==> src/rtl/nar_pkg.sv <==
// nar_pkg
// Shared constants and types for the NAR-Net neuron datapath.
//   N, Q        : default data width and fractional bits (Q1.Q signed fixed point)
//   NUM_IN      : inputs (and weights) per neuron
//   IDX_W       : width of the weight/input index
//   SAT_MAX/MIN : saturation limits of an N-bit signed value
//   seqState_t  : sequencer states
package nar_pkg;

  localparam int N      = 10;
  localparam int Q      = 9;
  localparam int NUM_IN = 4;
  localparam int IDX_W  = 2;

  localparam logic signed [N-1:0] SAT_MAX = {1'b0, {(N-1){1'b1}}};
  localparam logic signed [N-1:0] SAT_MIN = {1'b1, {(N-1){1'b0}}};

  typedef enum logic [2:0] {
    IDLE,
    CLEAR,
    RUN,
    DRAIN,
    DONE
  } seqState_t;

endpackage

==> src/rtl/mac_sequencer_if.sv <==
// mac_sequencer_if
// Bundles the sequencer's control, activation-stream, weight-write and
// accumulator-side signals.
//   start, x_valid, x_data, w_we, w_addr, w_data : driven by the master
//   x_ready, acc_a, acc_add, acc_clr, busy, done : driven by the sequencer (slave)
interface mac_sequencer_if
  import nar_pkg::*;
#(
  parameter int DATA_W = N,
  parameter int ADDR_W = IDX_W
);

  logic                     start;
  logic                     x_valid;
  logic signed [DATA_W-1:0] x_data;
  logic                     x_ready;
  logic                     w_we;
  logic [ADDR_W-1:0]        w_addr;
  logic signed [DATA_W-1:0] w_data;
  logic signed [DATA_W-1:0] acc_a;
  logic                     acc_add;
  logic                     acc_clr;
  logic                     busy;
  logic                     done;

  modport master (
    output start, x_valid, x_data, w_we, w_addr, w_data,
    input  x_ready, acc_a, acc_add, acc_clr, busy, done
  );

  modport slave (
    input  start, x_valid, x_data, w_we, w_addr, w_data,
    output x_ready, acc_a, acc_add, acc_clr, busy, done
  );

endinterface

==> src/rtl/fxp_mul_sat.sv <==
// fxp_mul_sat
// Combinational signed fixed-point multiply: full 2W-bit product, arithmetic
// shift right by FRAC (floor), then saturate to the W-bit signed range.
//   i_a, i_b : W-bit signed operands
//   o_y      : W-bit signed saturated result
module fxp_mul_sat
  import nar_pkg::*;
#(
  parameter int W    = N,
  parameter int FRAC = Q
) (
  input  logic signed [W-1:0] i_a,
  input  logic signed [W-1:0] i_b,
  output logic signed [W-1:0] o_y
);

  // Saturation limits widened to the product width so the compare is signed.
  localparam logic signed [2*W-1:0] LIM_HI = {{(W+1){1'b0}}, {(W-1){1'b1}}};
  localparam logic signed [2*W-1:0] LIM_LO = {{(W+1){1'b1}}, {(W-1){1'b0}}};

  logic signed [2*W-1:0] w_product;
  logic signed [2*W-1:0] w_shifted;

  assign w_product = i_a * i_b;
  assign w_shifted = w_product >>> FRAC;

  always_comb begin
    o_y = w_shifted[W-1:0];
    if (w_shifted > LIM_HI) begin
      o_y = LIM_HI[W-1:0];
    end else if (w_shifted < LIM_LO) begin
      o_y = LIM_LO[W-1:0];
    end
  end

endmodule

==> src/rtl/mac_sequencer.sv <==
// mac_sequencer
// Feeds a fixed-point accumulator with weight*activation products for one
// neuron. Weights live in a small register file written while idle; a run
// clears the accumulator, accepts NUM_INPUTS activations over valid/ready,
// issues one registered add per accepted activation and pulses done when the
// accumulator output holds the complete dot product.
//   clk, rst : clock and synchronous active-high reset
//   bus      : mac_sequencer_if slave (start, activation stream, weight
//              writes, accumulator operand/add/clear, busy, done)
module mac_sequencer
  import nar_pkg::*;
#(
  parameter int DATA_W     = N,
  parameter int FRAC_W     = Q,
  parameter int NUM_INPUTS = NUM_IN,
  parameter int IDX_WIDTH  = IDX_W
) (
  input logic            clk,
  input logic            rst,
  mac_sequencer_if.slave bus
);

  seqState_t                r_state;
  seqState_t                w_stateNext;
  logic [IDX_WIDTH-1:0]     r_idx;
  logic signed [DATA_W-1:0] r_weights [NUM_INPUTS];
  logic signed [DATA_W-1:0] r_accA;
  logic                     r_accAdd;

  logic                     w_handshake;
  logic                     w_lastIdx;
  logic                     w_addrOk;
  logic signed [DATA_W-1:0] w_product;

  assign w_handshake = bus.x_valid && (r_state == RUN);
  assign w_lastIdx   = (r_idx == IDX_WIDTH'(NUM_INPUTS - 1));

  // Every address is legal when NUM_INPUTS fills the index space; otherwise
  // writes to the unused top addresses are dropped.
  generate
    if (NUM_INPUTS == (1 << IDX_WIDTH)) begin : g_fullAddr
      assign w_addrOk = 1'b1;
    end else begin : g_partAddr
      assign w_addrOk = ({{(32-IDX_WIDTH){1'b0}}, bus.w_addr} < 32'(NUM_INPUTS));
    end
  endgenerate

  fxp_mul_sat #(
    .W    (DATA_W),
    .FRAC (FRAC_W)
  ) u_mul (
    .i_a (bus.x_data),
    .i_b (r_weights[r_idx]),
    .o_y (w_product)
  );

  // Next-state logic: CLEAR, DRAIN and DONE each last exactly one cycle.
  always_comb begin
    w_stateNext = r_state;
    case (r_state)
      IDLE:    if (bus.start) w_stateNext = CLEAR;
      CLEAR:   w_stateNext = RUN;
      RUN:     if (w_handshake && w_lastIdx) w_stateNext = DRAIN;
      DRAIN:   w_stateNext = DONE;
      DONE:    w_stateNext = IDLE;
      default: w_stateNext = IDLE;
    endcase
  end

  // State, index, weight file and the registered accumulator operand.
  always_ff @(posedge clk) begin
    if (rst) begin
      r_state  <= IDLE;
      r_idx    <= '0;
      r_accA   <= '0;
      r_accAdd <= 1'b0;
      for (int i = 0; i < NUM_INPUTS; i++) begin
        r_weights[i] <= '0;
      end
    end else begin
      r_state  <= w_stateNext;
      r_accAdd <= w_handshake;
      if (w_handshake) begin
        r_accA <= w_product;
        r_idx  <= w_lastIdx ? '0 : r_idx + 1'b1;
      end
      if (r_state == CLEAR) begin
        r_idx <= '0;
      end
      // A write in the same cycle as start lands before the first product.
      if ((r_state == IDLE) && bus.w_we && w_addrOk) begin
        r_weights[bus.w_addr] <= bus.w_data;
      end
    end
  end

  assign bus.x_ready = (r_state == RUN);
  assign bus.acc_clr = (r_state == CLEAR);
  assign bus.busy    = (r_state != IDLE);
  assign bus.done    = (r_state == DONE);
  assign bus.acc_a   = r_accA;
  assign bus.acc_add = r_accAdd;

endmodule

==> src/flat_wrapper.sv <==
// flat-port wrapper written by rule: the top's interface ports become plain ports
module mac_sequencer_flat import nar_pkg::*;
#(
  parameter int DATA_W     = N,
  parameter int FRAC_W     = Q,
  parameter int NUM_INPUTS = NUM_IN,
  parameter int IDX_WIDTH  = IDX_W
)
  (clk, rst, bus_start, bus_x_valid, bus_x_data, bus_w_we, bus_w_addr, bus_w_data, bus_x_ready, bus_acc_a, bus_acc_add, bus_acc_clr, bus_busy, bus_done);
  mac_sequencer_if #(.DATA_W(DATA_W)) bus_i ();
  input logic clk;
  input logic rst;
  input wire logic [$bits(bus_i.start)-1:0] bus_start;
  input wire logic [$bits(bus_i.x_valid)-1:0] bus_x_valid;
  input wire logic [$bits(bus_i.x_data)-1:0] bus_x_data;
  input wire logic [$bits(bus_i.w_we)-1:0] bus_w_we;
  input wire logic [$bits(bus_i.w_addr)-1:0] bus_w_addr;
  input wire logic [$bits(bus_i.w_data)-1:0] bus_w_data;
  output wire logic [$bits(bus_i.x_ready)-1:0] bus_x_ready;
  output wire logic [$bits(bus_i.acc_a)-1:0] bus_acc_a;
  output wire logic [$bits(bus_i.acc_add)-1:0] bus_acc_add;
  output wire logic [$bits(bus_i.acc_clr)-1:0] bus_acc_clr;
  output wire logic [$bits(bus_i.busy)-1:0] bus_busy;
  output wire logic [$bits(bus_i.done)-1:0] bus_done;
  assign bus_i.start = bus_start;
  assign bus_i.x_valid = bus_x_valid;
  assign bus_i.x_data = bus_x_data;
  assign bus_i.w_we = bus_w_we;
  assign bus_i.w_addr = bus_w_addr;
  assign bus_i.w_data = bus_w_data;
  assign bus_x_ready = bus_i.x_ready;
  assign bus_acc_a = bus_i.acc_a;
  assign bus_acc_add = bus_i.acc_add;
  assign bus_acc_clr = bus_i.acc_clr;
  assign bus_busy = bus_i.busy;
  assign bus_done = bus_i.done;
  mac_sequencer #(.DATA_W(DATA_W), .FRAC_W(FRAC_W), .NUM_INPUTS(NUM_INPUTS), .IDX_WIDTH(IDX_WIDTH)) u_core (.clk(clk), .rst(rst), .bus(bus_i));
endmodule
==> config.mk <==
export PLATFORM = sky130hd
export DESIGN_NAME = mac_sequencer_flat
export DESIGN_NICKNAME = d
export VERILOG_FILES = /design/src/rtl/nar_pkg.sv /design/src/rtl/mac_sequencer_if.sv /design/src/rtl/fxp_mul_sat.sv /design/src/rtl/mac_sequencer.sv /design/src/flat_wrapper.sv
export SDC_FILE = /design/constraint.sdc
export NUM_CORES = 1
export LEC_CHECK = 0
export CAP_MARGIN = 20
export CORE_ASPECT_RATIO = 0.75
export CORE_MARGIN = 1
export CORE_UTILIZATION = 65
export DETAILED_ROUTE_END_ITERATION = 8
export DONT_BUFFER_PORTS = 1
export PLACE_DENSITY = 0.9
export SETUP_SLACK_MARGIN = 0.3
export SYNTH_ARGS = -nofsm -noshare
export SYNTH_HDL_FRONTEND = slang
export SYNTH_SLANG_ARGS = --single-unit
==> constraint.sdc <==
create_clock -name clk -period 13.35 [get_ports clk]
set_input_delay 0.6675 -clock clk [delete_from_list [all_inputs] [get_ports clk]]
set_output_delay 0.6675 -clock clk [all_outputs]
set_load 0.005 [all_outputs]
**After elaboration in Yosys (flattened, before gate mapping)**

Memory sizes are Yosys's and may differ from the RTL's. A register that Yosys moved wholly into a read port is not among the register bits.
Index checks and enable logic that the tools add are counted.

- Bits in registers: 16
- Logic and storage cells: 40
- Output and inout port bits: 15
- Memories kept: 1
- Bits in writable memories: 40
- Input port bits: 27

Memory list:

| name | depth | bits a word | read ports | clocked after memory_dff | write ports | RTL line | source |
|---|---|---|---|---|---|---|---|
| u_core.r_weights | 4 | 10 | 1 | 1 | 4 | mac_sequencer.sv:26 | `logic signed [DATA_W-1:0] r_weights [NUM_INPUTS];` |

- Equality and inequality tests: 7
- Muxes and demuxes: 16
- $lt $le $gt $ge: 2
- Reductions and logical operators: 8
- Multipliers: 1
- $add $sub $neg: 1

Operators with widths:

| kind | number |
|---|---|
| two-way mux 10 bit | 3 |
| multiplier 10 x 10 -> 20 bit | 1 |
| case mux 3 bit (4 select lines) | 1 |
| > comparator 11 x 10 -> 1 bit (second input constant) | 1 |
| less-than comparator 11 x 10 -> 1 bit (second input constant) | 1 |
| OR reduction 10 bit | 1 |
| two-way mux 2 bit | 4 |
| == test 3 x 2 -> 1 bit (second input constant) | 2 |
| two-way mux 1 bit | 6 |
| two-way mux 3 bit | 2 |
| == test 3 x 1 -> 1 bit (second input constant) | 1 |
| == test 3 bit (second input constant) | 1 |
| logical AND 1 bit | 3 |
| zero test 3 bit | 1 |
| nonzero test 3 bit | 1 |
| adder 2 x 1 -> 2 bit (second input constant) | 1 |
| == test 2 bit (second input constant) | 1 |
| != test 2 x 1 -> 1 bit (second input constant) | 1 |
| != test 2 bit (second input constant) | 1 |
| AND reduction 2 bit | 1 |
| OR reduction 2 bit | 1 |

**Depth between registers and ports, before layout**

Gate-level depths: netlist of run 1.

- Word-level depth: 7
- Mapped depth: 25

**Hierarchy**

Synthesis of run 1 repeated with hierarchy kept, for this count alone.

- Cells, all modules: 628
- Area, all modules: 6476.2 sq um

Modules (own cells, without submodules):

| module | seq. area each (sq um) | instances | cells an instance | area each (sq um) |
|---|---|---|---|---|
| fxp_mul_sat | 0.0 | 1 | 448 | 3983.8 |
| mac_sequencer | 1561.5 | 1 | 180 | 2492.4 |

**Least setup slack after synthesis of run 1**

No wires, ideal clock.

- Path type: flip-flop to flip-flop
- Start: reg with a tool-made name
- End: reg u_core.r_accA[7] (netlist: u_core.bus.acc_a[7])
- Path slack: 6.752 ns
- Stages on the path, launching flop included: 23
- Data arrival time: 6.483 ns
- Required time: 13.235 ns
- Path through: dfxtp_1 -> buf_1 -> mux4_2 -> clkbuf_1 -> nand2_1 -> fa_1 -> inv_1 -> fa_1 -> fa_1 -> fa_1 -> inv_1 -> fa_1 -> inv_1 -> ha_1 -> and4_1 -> a31o_1 -> a31oi_1 -> nand3_2 -> o31ai_4 -> a21oi_1 -> xor2_1 -> maj3_1 -> o21a_1

RTL lines:

| element | RTL line | source |
|---|---|---|
| to (signal assigned) | mac_sequencer.sv:84 | `r_accA <= w_product;` |
| to (decl) | mac_sequencer.sv:27 | `logic signed [DATA_W-1:0] r_accA;` |

==> metrics.yaml, run 1 <==
status: "finished clean"
cts_tree: "done"
min_path_type: "input pin to register"
wire_per_inst_um: 19.6
grt_max_degree: 21
grt_pass1_vias: 4998
synth_compound_area_frac: 0.0634
synthCells: 667
timing.final.crit_share: 0.565
finalSetupViolations: 0
reg2reg_to: "u_core.bus.acc_a[7]$_SDFFE_PP0P_"
routed_wl_um: 15600
slew_violations: 0
cts_buffers: 9
design.die.area_um2: 10500
tns_ns: 0
cts_sinks: 58
vias: 4823
p_leak_nw: 3.25
grt_pass1_wl_um: 25800
power.total_mw: 1.50
h-tree-depth: 3
p_sw_uw: 740
critPathMostFrequentCell: "fa_1"
rsz0062_at_grt: "no"
clock_latency_ns: 0.33
die_h_um: 89.0
hp-start: "rst"
synth_nets: 831
fin_nets: 819
pwr_density_cell_nw_per_um2: 216
fin_crit_ns: 7.55
ys.flop_type: "edfxtp_1"
critical-path-slowest-cell: "dfxtp_1"
arrival_ns: 7.77
row_count: 31
cts_resized: 0
fin_worst_skew_ns: 0.00697
path_cells: "mux2_2, nor2_1, a21oi_1, nand2_1, fa_1, inv_1, fa_1, fa_1, fa_1, inv_1, fa_1, inv_1, ha_1, and4_1, a31o_1, a31oi_1, nand3_2, o31ai_4, a21oi_1, xor2_1, maj3_1, o21a_1"
critPathLaunchType: "register"
cp_max_fo: 12
drtIter0Drc: 503
cts_buffer_depth: 2
layout-area-overhead-vs-synth_pct: 5.55
synth-simple-area-share: 0.180
min_delay_path_depth: 1
drc: 0
netlist.area_leader.share: 0.275
met2_usage: 0.545
combPwrFrac: 0.710
grt_antenna_before_repair: 0
grt_use_total: 0.326
clkPwrFrac: 0.148
gp_congestion: 0.929
end_kind: "register"
worst_pin_slew_ns: 1.04
synth_warnings: 0
syn_avg_cell_area_um2: 9.83
async_flop_share: 0
postCtsHoldBufs: 0
hold_viol: 0
ys_types: 60
synth_edf_count: 40
max_cap_viol_count: 0
ff2ff_setup_slack_ns: 5.80
multiInputGateArea_um2: 4410
die_w_um: 118
hpwl_um: 11700
critPathRequiredTime_ns: 13.57
ir_worst_vdd_v: 0.000168
ys_top_cells_by_area: "fa_1 27%, edfxtp_1 18%, ha_1 9.0%, and2_1 7.3%, inv_1 7.2%"
r2r_cells: 22
slew_headroom: 0.303
grt_util_met3: 0.0631
grt.busiest_layer: "met2"
drt_first_pass_iters: 7
clk_pin_slew_ns: 0.05
synth_fa_ha_area_frac: 0.368
ff_latch_area_um2: 1560
start_util: 0.673
path_class: "register to register"
coreArea_um2: 9740
synth_area_um2: 6560
nFillCells: 648
grt-ovfl-total: 0
max_freq_mhz: 132
synth_seq_cells: 58
insertedDiodeCount: 0
cpPeakStageDelay_ns: 0.72
synth_area_leader_cell: "fa_1"
cts-root-buf: "clkbuf_16"
yosys.area_share.xor_xnor: 0.0254
p_seq_frac: 0.142
drive_gt1_frac: 0.0682
via_per_inst: 6.09
grt_use_met1: 0.426
pin_count: 42
ant_nets: 0
cts_setup_buffers: 0
synth_seq_area_share: 0.238
synth_mux_area_frac: 0.0361
io_buffers: 0
synth_top_family_by_area: "adder cells"
internal_power_uw: 756
min_to: "u_core.r_state[2]$_SDFFE_PP0P_"
switching_share: 0.495
critical path, delay by kind of cell, from the launching register on:
| family | cells | cell delay, ns |
|---|---|---|
| flip-flops | 1 | 0.72 |
| AO/OA/AOI/OAI | 6 | 1.59 |
| XOR/XNOR | 1 | 0.18 |
| multiplexers | 1 | 0.32 |
| AND/OR/NAND/NOR | 4 | 0.81 |
| buffers and inverters | 3 | 0.35 |
| adder cells (fa/ha/maj) | 7 | 3.47 |
cell usage after synthesis, types with 8 or more instances:
cell / number
inv_1: 126
fa_1: 90
and2_1: 76
nand2_1: 69
ha_1: 47
edfxtp_1: 40
nor2_1: 31
dfxtp_1: 18
nor3_1: 15
o21ai_0: 15
xnor2_1: 15
clkbuf_1: 13
a21oi_1: 12
buf_1: 10
mux4_2: 8
state kept, by name (all words and copies together), names as in the netlist, named ones only:
name                count
u_core.r_state          3
u_core.r_weights       40
u_core.bus.acc_a       10
u_core.r_idx            2
u_core.bus.acc_add      1
cell usage in the layout, fill, tap and decap left out, types with 2 or more instances in the layout:
| cell type | synthesis | final |
|---|---|---|
| o21a_1 | 4 | 4 |
| a21o_1 | 2 | 2 |
| mux2i_1 | 2 | 2 |
| nor3_1 | 15 | 15 |
| clkbuf_4 | 0 | 2 |
| nand2_1 | 69 | 69 |
| ha_1 | 47 | 47 |
| nand4_1 | 4 | 4 |
| a31oi_1 | 4 | 4 |
| clkinvlp_4 | 0 | 2 |
| fa_1 | 90 | 90 |
| and3_1 | 3 | 3 |
| dfxtp_1 | 18 | 18 |
| nor2_1 | 31 | 31 |
| inv_1 | 126 | 126 |
| clkinv_1 | 0 | 2 |
| nand3_1 | 6 | 6 |
| a21oi_1 | 12 | 12 |
| and2_1 | 76 | 76 |
| a211o_1 | 2 | 2 |
| mux2_2 | 2 | 2 |
| clkbuf_16 | 0 | 9 |
| nand2b_1 | 2 | 2 |
| or2_2 | 6 | 6 |
| a31o_2 | 2 | 2 |
| mux4_2 | 8 | 8 |
| nor2b_1 | 2 | 2 |
| edfxtp_1 | 40 | 40 |
| a211oi_1 | 3 | 3 |
| xor2_1 | 4 | 4 |
| xnor2_1 | 15 | 15 |
| nor3b_1 | 4 | 4 |
| o21ai_0 | 15 | 15 |
worst max path at each step:
stage | from | to | cells after the start | slack, ns
floorplan | register | u_core.bus.acc_a[7]$_SDFFE_PP0P_ | 22 | 6.75
global placement | register | u_core.bus.acc_a[7]$_SDFFE_PP0P_ | 22 | 6.39
detailed placement | register | u_core.bus.acc_a[7]$_SDFFE_PP0P_ | 22 | 6.06
CTS | register | u_core.bus.acc_a[7]$_SDFFE_PP0P_ | 22 | 5.87
global route | register | u_core.bus.acc_a[7]$_SDFFE_PP0P_ | 22 | 5.55
finish | register | u_core.bus.acc_a[7]$_SDFFE_PP0P_ | 22 | 5.80
logic make-up (layout without fill, tap and decap cells):
logic type	count (synthesis)	count (layout)
flip-flops	58	58
AND/OR/NAND/NOR	227	227
buffers and inverters	153	146
adder cells (fa/ha/maj)	139	139
multiplexers	13	13
AO/OA/AOI/OAI	58	58
XOR/XNOR	19	19
power by group through the flow:
stage,logic (mW),clock network (mW),registers [mW]
after global routing,1.18,0.228,0.214
after floorplan,0.793,0,0.212
final,1.06,0.221,0.212
after CTS,1.04,0.221,0.212
after detailed placement,0.998,0,0.215
after global placement,0.928,0,0.215
metrics by stage:
stage                     std cells  instance area [um2]  utilization  hold WS [ns]  worst slack, ns
final                           792                 6920        0.711         0.415             5.80
after global routing            792                 6920        0.711         0.410             5.55
after CTS                       789                 6900        0.709         0.413             5.87
after detailed placement        773                 6610        0.679         0.488             6.06
after global placement          773                 6610        0.679         0.498             6.39
after floorplan                 667                 6560            -         0.449             6.75
per-layer routing:
metal	share of wire	wire (um)
met1	0.39	6130
met2	0.48	7430
met3	0.094	1460
met4	0.035	540
met5	0	0
area by class of cell:
class / count / area share
Sequential cell: 58 / 0.226
Tap cell: 132 / 0.0239
Timing Repair Buffer: 4 / 0.00398
Clock inverter: 6 / 0.00832
Clock buffer: 10 / 0.0331
Multi-Input combinational cell: 456 / 0.637
Inverter: 126 / 0.0683
No activity file was read; power rests on OpenSTA's default activity.
==> inputs of run 2 (changes only) <==
--- a/config.mk
+++ b/config.mk
@@ -8,10 +8,10 @@
 export CAP_MARGIN = 20
 export CORE_ASPECT_RATIO = 0.75
 export CORE_MARGIN = 1
-export CORE_UTILIZATION = 65
+export CORE_UTILIZATION = 60
 export DETAILED_ROUTE_END_ITERATION = 8
 export DONT_BUFFER_PORTS = 1
-export PLACE_DENSITY = 0.9
+export PLACE_DENSITY = 0.88
 export SETUP_SLACK_MARGIN = 0.3
 export SYNTH_ARGS = -nofsm -noshare
 export SYNTH_HDL_FRONTEND = slang
==> constraint.sdc (replaced) <==
create_clock -name clk -period 6.29 [get_ports clk]
set_input_delay 0.3145 -clock clk [delete_from_list [all_inputs] [get_ports clk]]
set_output_delay 0.3145 -clock clk [all_outputs]
set_load 0.005 [all_outputs]
==> metrics.yaml, run 2 (synthesis gave the netlist of run 1 again) <==
regMostFlops: "u_core.r_weights"  # unchanged
insertedDiodeCount: 0  # unchanged
start_util: 0.627  # was 0.673
worst_pin_slew_ns: 0.731  # was 1.04 ns
grt-ovfl-total: 0  # unchanged
path_class: "register to register"  # unchanged
critPathLaunchType: "register"  # unchanged
grt_use_total: 0.320  # was 0.326
stdcell_count: 852  # was 792
placed_cell_area_um2: 6800  # was 6610 um2
slew_violations: 0  # unchanged
vias: 5151  # was 4823
p_leak_nw: 3.66  # was 3.25 nW
status: "finished clean"  # unchanged
grt_pass1_vias: 5449  # was 4998
rsz0062_at_grt: "yes"  # was no
wire_per_inst_um: 21.1  # was 19.6 um
h-tree-depth: 3  # unchanged
clock_latency_ns: 0.33  # about the same
layout-area-overhead-vs-synth_pct: 19.9  # was 5.55%
end_kind: "register"  # unchanged
ir_worst_vdd_v: 0.000598  # was 0.000168 V
cts_buffers: 9  # unchanged
grt_antenna_before_repair: 0  # unchanged
coreArea_um2: 10500  # was 9740 um2
combPwrFrac: 0.757  # was 0.710
cpPeakStageDelay_ns: 0.59  # was 0.72 ns
hpwl_um: 11600  # was 11700 um
design.die.area_um2: 11400  # was 10500 um2
setup_ws_ns: 0.0643  # was 5.80 ns
switching_share: 0.465  # was 0.495
min_to: "u_core.bus.acc_a[0]$_SDFFE_PP0P_"  # was u_core.r_state[2]$_SDFFE_PP0P_
drtIter0Drc: 516  # was 503
drc: 0  # unchanged
fin_nets: 876  # was 819
max_cap_viol_count: 0  # unchanged
finalSetupViolations: 0  # unchanged
ff2ff_setup_slack_ns: 0.06  # was 5.80 ns
arrival_ns: 6.47  # was 7.77 ns
io_buffers: 0  # unchanged
layout.cells.most_common: "inv_1"  # unchanged
die_h_um: 92.5  # was 89.0 um
cts_tree: "done"  # unchanged
pwr_density_cell_nw_per_um2: 524  # was 216 nW/um2
p_sw_mw: 1.92  # was 740 uW
cts_buffer_depth: 2  # unchanged
pin_count: 42  # unchanged
r2r_cells: 26  # was 22
drive_gt1_frac: 0.251  # was 0.0682
clkPwrFrac: 0.133  # was 0.148
row_count: 32  # was 31
min_delay_path_depth: 1  # unchanged
stdcell_area_um2: 7860  # was 6920 um2
die_w_um: 123  # was 118 um
cts_sinks: 58  # unchanged
hold_viol: 0  # unchanged
critPathRequiredTime_ns: 6.54  # was 13.57 ns
routed_wl_um: 18000  # was 15600 um
cts-root-buf: "clkbuf_16"  # unchanged
min_path_type: "input pin to register"  # unchanged
timing.final.crit_share: 0.990  # was 0.565
critical-path-slowest-cell: "fa_1"  # was dfxtp_1
gp_congestion: 0.934  # was 0.929
cp_num_buf_inv: 9  # was 3
most-common-layout-cells: "110 x inv_1, 83 x fa_1, 65 x and2_1, 59 x nand2_1"  # was 126 x inv_1, 90 x fa_1, 76 x and2_1, 69 x nand2_1, 47 x ha_1
fin_worst_skew_ns: 0.00622  # was 0.00697 ns
power.total_mw: 4.12  # was 1.50 mW
ant_nets: 0  # unchanged
nFillCells: 623  # was 648
fin_crit_ns: 6.23  # was 7.55 ns
dp_slack_ns: -0.121  # was 6.06 ns
largest_reg_flops: 40  # unchanged
internal_power_mw: 2.21  # was 756 uW
grt_pass1_wl_um: 27100  # was 25800 um
slew_headroom: 0.513  # was 0.303
p_seq_frac: 0.110  # was 0.142
max_freq_mhz: 161  # was 132 MHz
reg2reg_to: "u_core.bus.acc_a[1]$_SDFFE_PP0P_"  # was u_core.bus.acc_a[7]$_SDFFE_PP0P_
cp_max_fo: 7  # was 12
hp-start: "rst"  # unchanged
via_per_inst: 6.05  # was 6.09
drt_first_pass_iters: 5  # was 7
grt_max_degree: 21  # unchanged
crit_family: "adder cells"  # unchanged
dpl.cell_count: 789  # was 773
clk_pin_slew_ns: 0.05  # about the same
[run 2: changes by cell type in the layout (fill, tap and decap cells not counted), moves of 10 or more]
cell	previous run	this run
inv_2	0	16
buf_4	1	39
buf_6	0	16
inv_1	126	110
and2_4	0	11
nand2_1	69	59
and2_1	76	65
[run 2: layout make-up]
| type | instances | area, um2 | share of cell area |
|---|---|---|---|
| Tap cell | 136 | 170 | 0.0217 |
| Clock buffer | 9 | 225 | 0.0287 |
| Sequential cell | 58 | 1570 | 0.200 |
| Inverter | 126 | 473 | 0.0602 |
| Multi-Input combinational cell | 457 | 4790 | 0.609 |
| Clock inverter | 6 | 106 | 0.0135 |
| Timing Repair Buffer | 60 | 526 | 0.0669 |
[run 2: power by group through the flow]
| stage | Combinational (mW) | Clock (mW) | Sequential, mW |
|---|---|---|---|
| finish | 3.12 | 0.550 | 0.452 |
| floorplan | 1.82 | 0 | 0.450 |
| global route | 3.35 | 0.570 | 0.453 |
| detailed placement | 2.30 | 0 | 0.458 |
| global placement | 2.20 | 0 | 0.456 |
| CTS | 2.63 | 0.547 | 0.451 |
[run 2: what timing repair did]
item | in CTS | in global routing
gates resized for setup | 53 | 51
hold endpoints to repair | 0 | 0
hold buffers | 0 | 0
pin swaps | 53 | 43
gates cloned | 1 | 0
setup endpoints to repair | 10 | 10
setup buffers | 27 | 17
[run 2: per-layer routing]
metal	GRT usage	share of wire	vias to the layer above
li1	-	-	2202
met1	0.414	0.38	2578
met2	0.522	0.49	315
met3	0.0837	0.094	56
met4	0.107	0.036	0
met5	0	0	-
[run 2: worst max path at each step]
stage / startpoint / endpoint / slack (ns) / cells past startpoint
2_1_floorplan: register / u_core.bus.acc_a[7]$_SDFFE_PP0P_ / 0.32 / 22
3_3_place_gp: register / u_core.bus.acc_a[7]$_SDFFE_PP0P_ / 0.01 / 20
3_5_place_dp: register / u_core.bus.acc_a[0]$_SDFFE_PP0P_ / -0.12 / 26
4_1_cts: register / u_core.bus.acc_a[7]$_SDFFE_PP0P_ / 0.27 / 21
5_1_grt: register / u_core.bus.acc_a[6]$_SDFFE_PP0P_ / -0.07 / 22
6_report: register / u_core.bus.acc_a[1]$_SDFFE_PP0P_ / 0.06 / 26
[run 2: per-stage QoR]
step / util / TNS [ns] / hold WS [ns]
after floorplan: - / 0 / 0.449
after global placement: 0.650 / 0 / 0.393
after detailed placement: 0.650 / -0.212 / 0.396
after CTS: 0.723 / 0 / 0.0541
after global routing: 0.752 / -0.146 / 0.0453
final: 0.752 / 0 / 0.0521
==> inputs of run 3 (changes only) <==
==> constraint.sdc (replaced) <==
create_clock -name clk -period 6.29 [get_ports clk]
set_input_delay 0.9435 -clock clk [delete_from_list [all_inputs] [get_ports clk]]
set_output_delay 0.9435 -clock clk [all_outputs]
set_load 0.005 [all_outputs]
==> metrics.yaml, run 3 (synthesis gave the netlist of run 1 again) <==
via_per_inst: 6.38  # was 6.05
clk_pin_slew_ns: 0.05  # about the same
status: "finished with violations"  # was finished clean
critPathLaunchType: "register"  # unchanged
cp_max_fo: 5  # was 7
vias: 5458  # was 5151
max_cap_viol_count: 0  # unchanged
placed_cell_area_um2: 6800  # about the same
cts-root-buf: "clkbuf_16"  # unchanged
violations: "negative setup slack"
row_count: 32  # unchanged
utilization: 0.752  # about the same
die_w_um: 123  # unchanged
worst_pin_slew_ns: 0.666  # was 0.731 ns
layout.cells.most_common: "inv_1"  # unchanged
layout-area-overhead-vs-synth_pct: 19.9  # about the same
finalSetupViolations: 5  # was 0
start_util: 0.627  # unchanged
cts_buffers: 9  # unchanged
ant_nets: 0  # unchanged
fin_crit_ns: 6.35  # was 6.23 ns
pwr_density_cell_nw_per_um2: 536  # was 524 nW/um2
hpwl_um: 11800  # was 11600 um
hold_ws_ns: 0.481  # was 0.0521 ns
drc: 0  # unchanged
min_path_type: "register to register"  # was input pin to register
tns_ns: -0.187  # was 0 ns
grt_use_total: 0.354  # was 0.320
postCtsHoldBufs: 0  # unchanged
grt_pass1_wl_um: 29600  # was 27100 um
critPathRequiredTime_ns: 6.52  # was 6.54 ns
wire_per_inst_um: 24.0  # was 21.1 um
rsz0062_at_grt: "yes"  # unchanged
cts_tree: "done"  # unchanged
arrival_ns: 6.58  # was 6.47 ns
clock_latency_ns: 0.33  # about the same
regMostFlops: "u_core.r_weights"  # unchanged
fin_nets: 879  # was 876
path_class: "register to register"  # unchanged
design.die.area_um2: 11400  # unchanged
grt_pass1_vias: 5700  # was 5449
ff2ff_setup_slack_ns: -0.06  # was 0.06 ns
io_buffers: 0  # unchanged
grt-ovfl-total: 0  # unchanged
setup_ws_ns: -0.0619  # was 0.0643 ns
stdcell_count: 856  # was 852
timing.final.crit_share: 1.01  # was 0.990
fin_worst_skew_ns: 0.00877  # was 0.00622 ns
ir_worst_vdd_v: 0.000584  # was 0.000598 V
dpl.cell_count: 790  # was 789
grt_max_degree: 21  # unchanged
cts_sinks: 58  # unchanged
dp_slack_ns: -0.240  # was -0.121 ns
largest_reg_flops: 40  # unchanged
hold_viol: 0  # unchanged
max_freq_mhz: 157  # was 161 MHz
coreArea_um2: 10500  # unchanged
h-tree-depth: 3  # unchanged
power.total_mw: 4.21  # was 4.12 mW
insertedDiodeCount: 0  # unchanged
multiInputGateArea_um2: 4770  # was 4790 um2
slew_headroom: 0.556  # was 0.513
end_kind: "register"  # unchanged
die_h_um: 92.5  # unchanged
most-common-layout-cells: "112 x inv_1, 85 x fa_1, 65 x and2_1, 61 x nand2_1, 40 x edfxtp_1"  # was 110 x inv_1, 83 x fa_1, 65 x and2_1, 59 x nand2_1
drt_first_pass_iters: 6  # was 5
slew_violations: 0  # unchanged
drtIter0Drc: 669  # was 516
routed_wl_um: 20500  # was 18000 um
nFillCells: 570  # was 623
drive_gt1_frac: 0.243  # was 0.251
ff_latch_area_um2: 1570  # unchanged
gp_congestion: 0.941  # was 0.934
grt_antenna_before_repair: 0  # unchanged
pin_count: 42  # unchanged
p_leak_nw: 3.65  # was 3.66 nW
cts_buffer_depth: 2  # unchanged
stdcell_area_um2: 7860  # about the same
==> run 3: area by class of cell <==
class / count / area share
clock inverters: 1 / 0.000637
repair buffers: 62 / 0.0734
inverters: 126 / 0.0602
well taps: 136 / 0.0216
clock buffers: 15 / 0.0380
flip-flops and latches: 58 / 0.200
multi-input cells: 458 / 0.607
==> run 3: final timing paths <==
path | cells past startpoint | to | start
max | 24 | u_core.bus.acc_a[7]$_SDFFE_PP0P_ | register
min | 2 | u_core.bus.acc_a[8]$_SDFFE_PP0P_ | u_core.bus.acc_a[8]$_SDFFE_PP0P_
max reg2reg | 24 | u_core.bus.acc_a[7]$_SDFFE_PP0P_ | register
min reg2reg | 2 | u_core.bus.acc_a[8]$_SDFFE_PP0P_ | u_core.bus.acc_a[8]$_SDFFE_PP0P_
==> run 3: report_power, final <==
part / internal, mW / switching, mW / total [mW]
logic: 1.45 / 1.81 / 3.26
registers: 0.434 / 0.0180 / 0.452
clock network: 0.322 / 0.173 / 0.496
total: 2.21 / 2.00 / 4.21
==> run 3: metal layers <==
metal	track usage	up-vias	routed length (um)
li1	-	2220	-
met1	0.417	2602	6760
met2	0.574	468	9580
met3	0.111	168	2530
met4	0.201	0	1650
met5	0	-	0
==> run 3: critical path, cell delays in order (launching register included) <==
cell	delay [ns]
dfxtp_4	0.38
buf_12	0.13
mux4_2	0.57
buf_4	0.17
and2_4	0.15
fa_1	0.52
inv_1	0.08
fa_1	0.51
inv_1	0.08
fa_2	0.38
fa_1	0.53
inv_1	0.06
fa_1	0.54
inv_2	0.07
ha_4	0.27
and4_4	0.25
and3_4	0.22
nand4_1	0.17
nand3_2	0.17
buf_6	0.12
o21ai_4	0.06
nor2b_2	0.17
xnor2_1	0.16
maj3_2	0.31
o21a_1	0.16
==> run 3: repair_timing <==
| item | 4_1_cts | 5_1_grt |
|---|---|---|
| setup endpoints to repair | 10 | 10 |
| gates cloned | 2 | 0 |
| pin swaps | 69 | 35 |
| resized for setup | 62 | 29 |
| setup buffers | 34 | 11 |
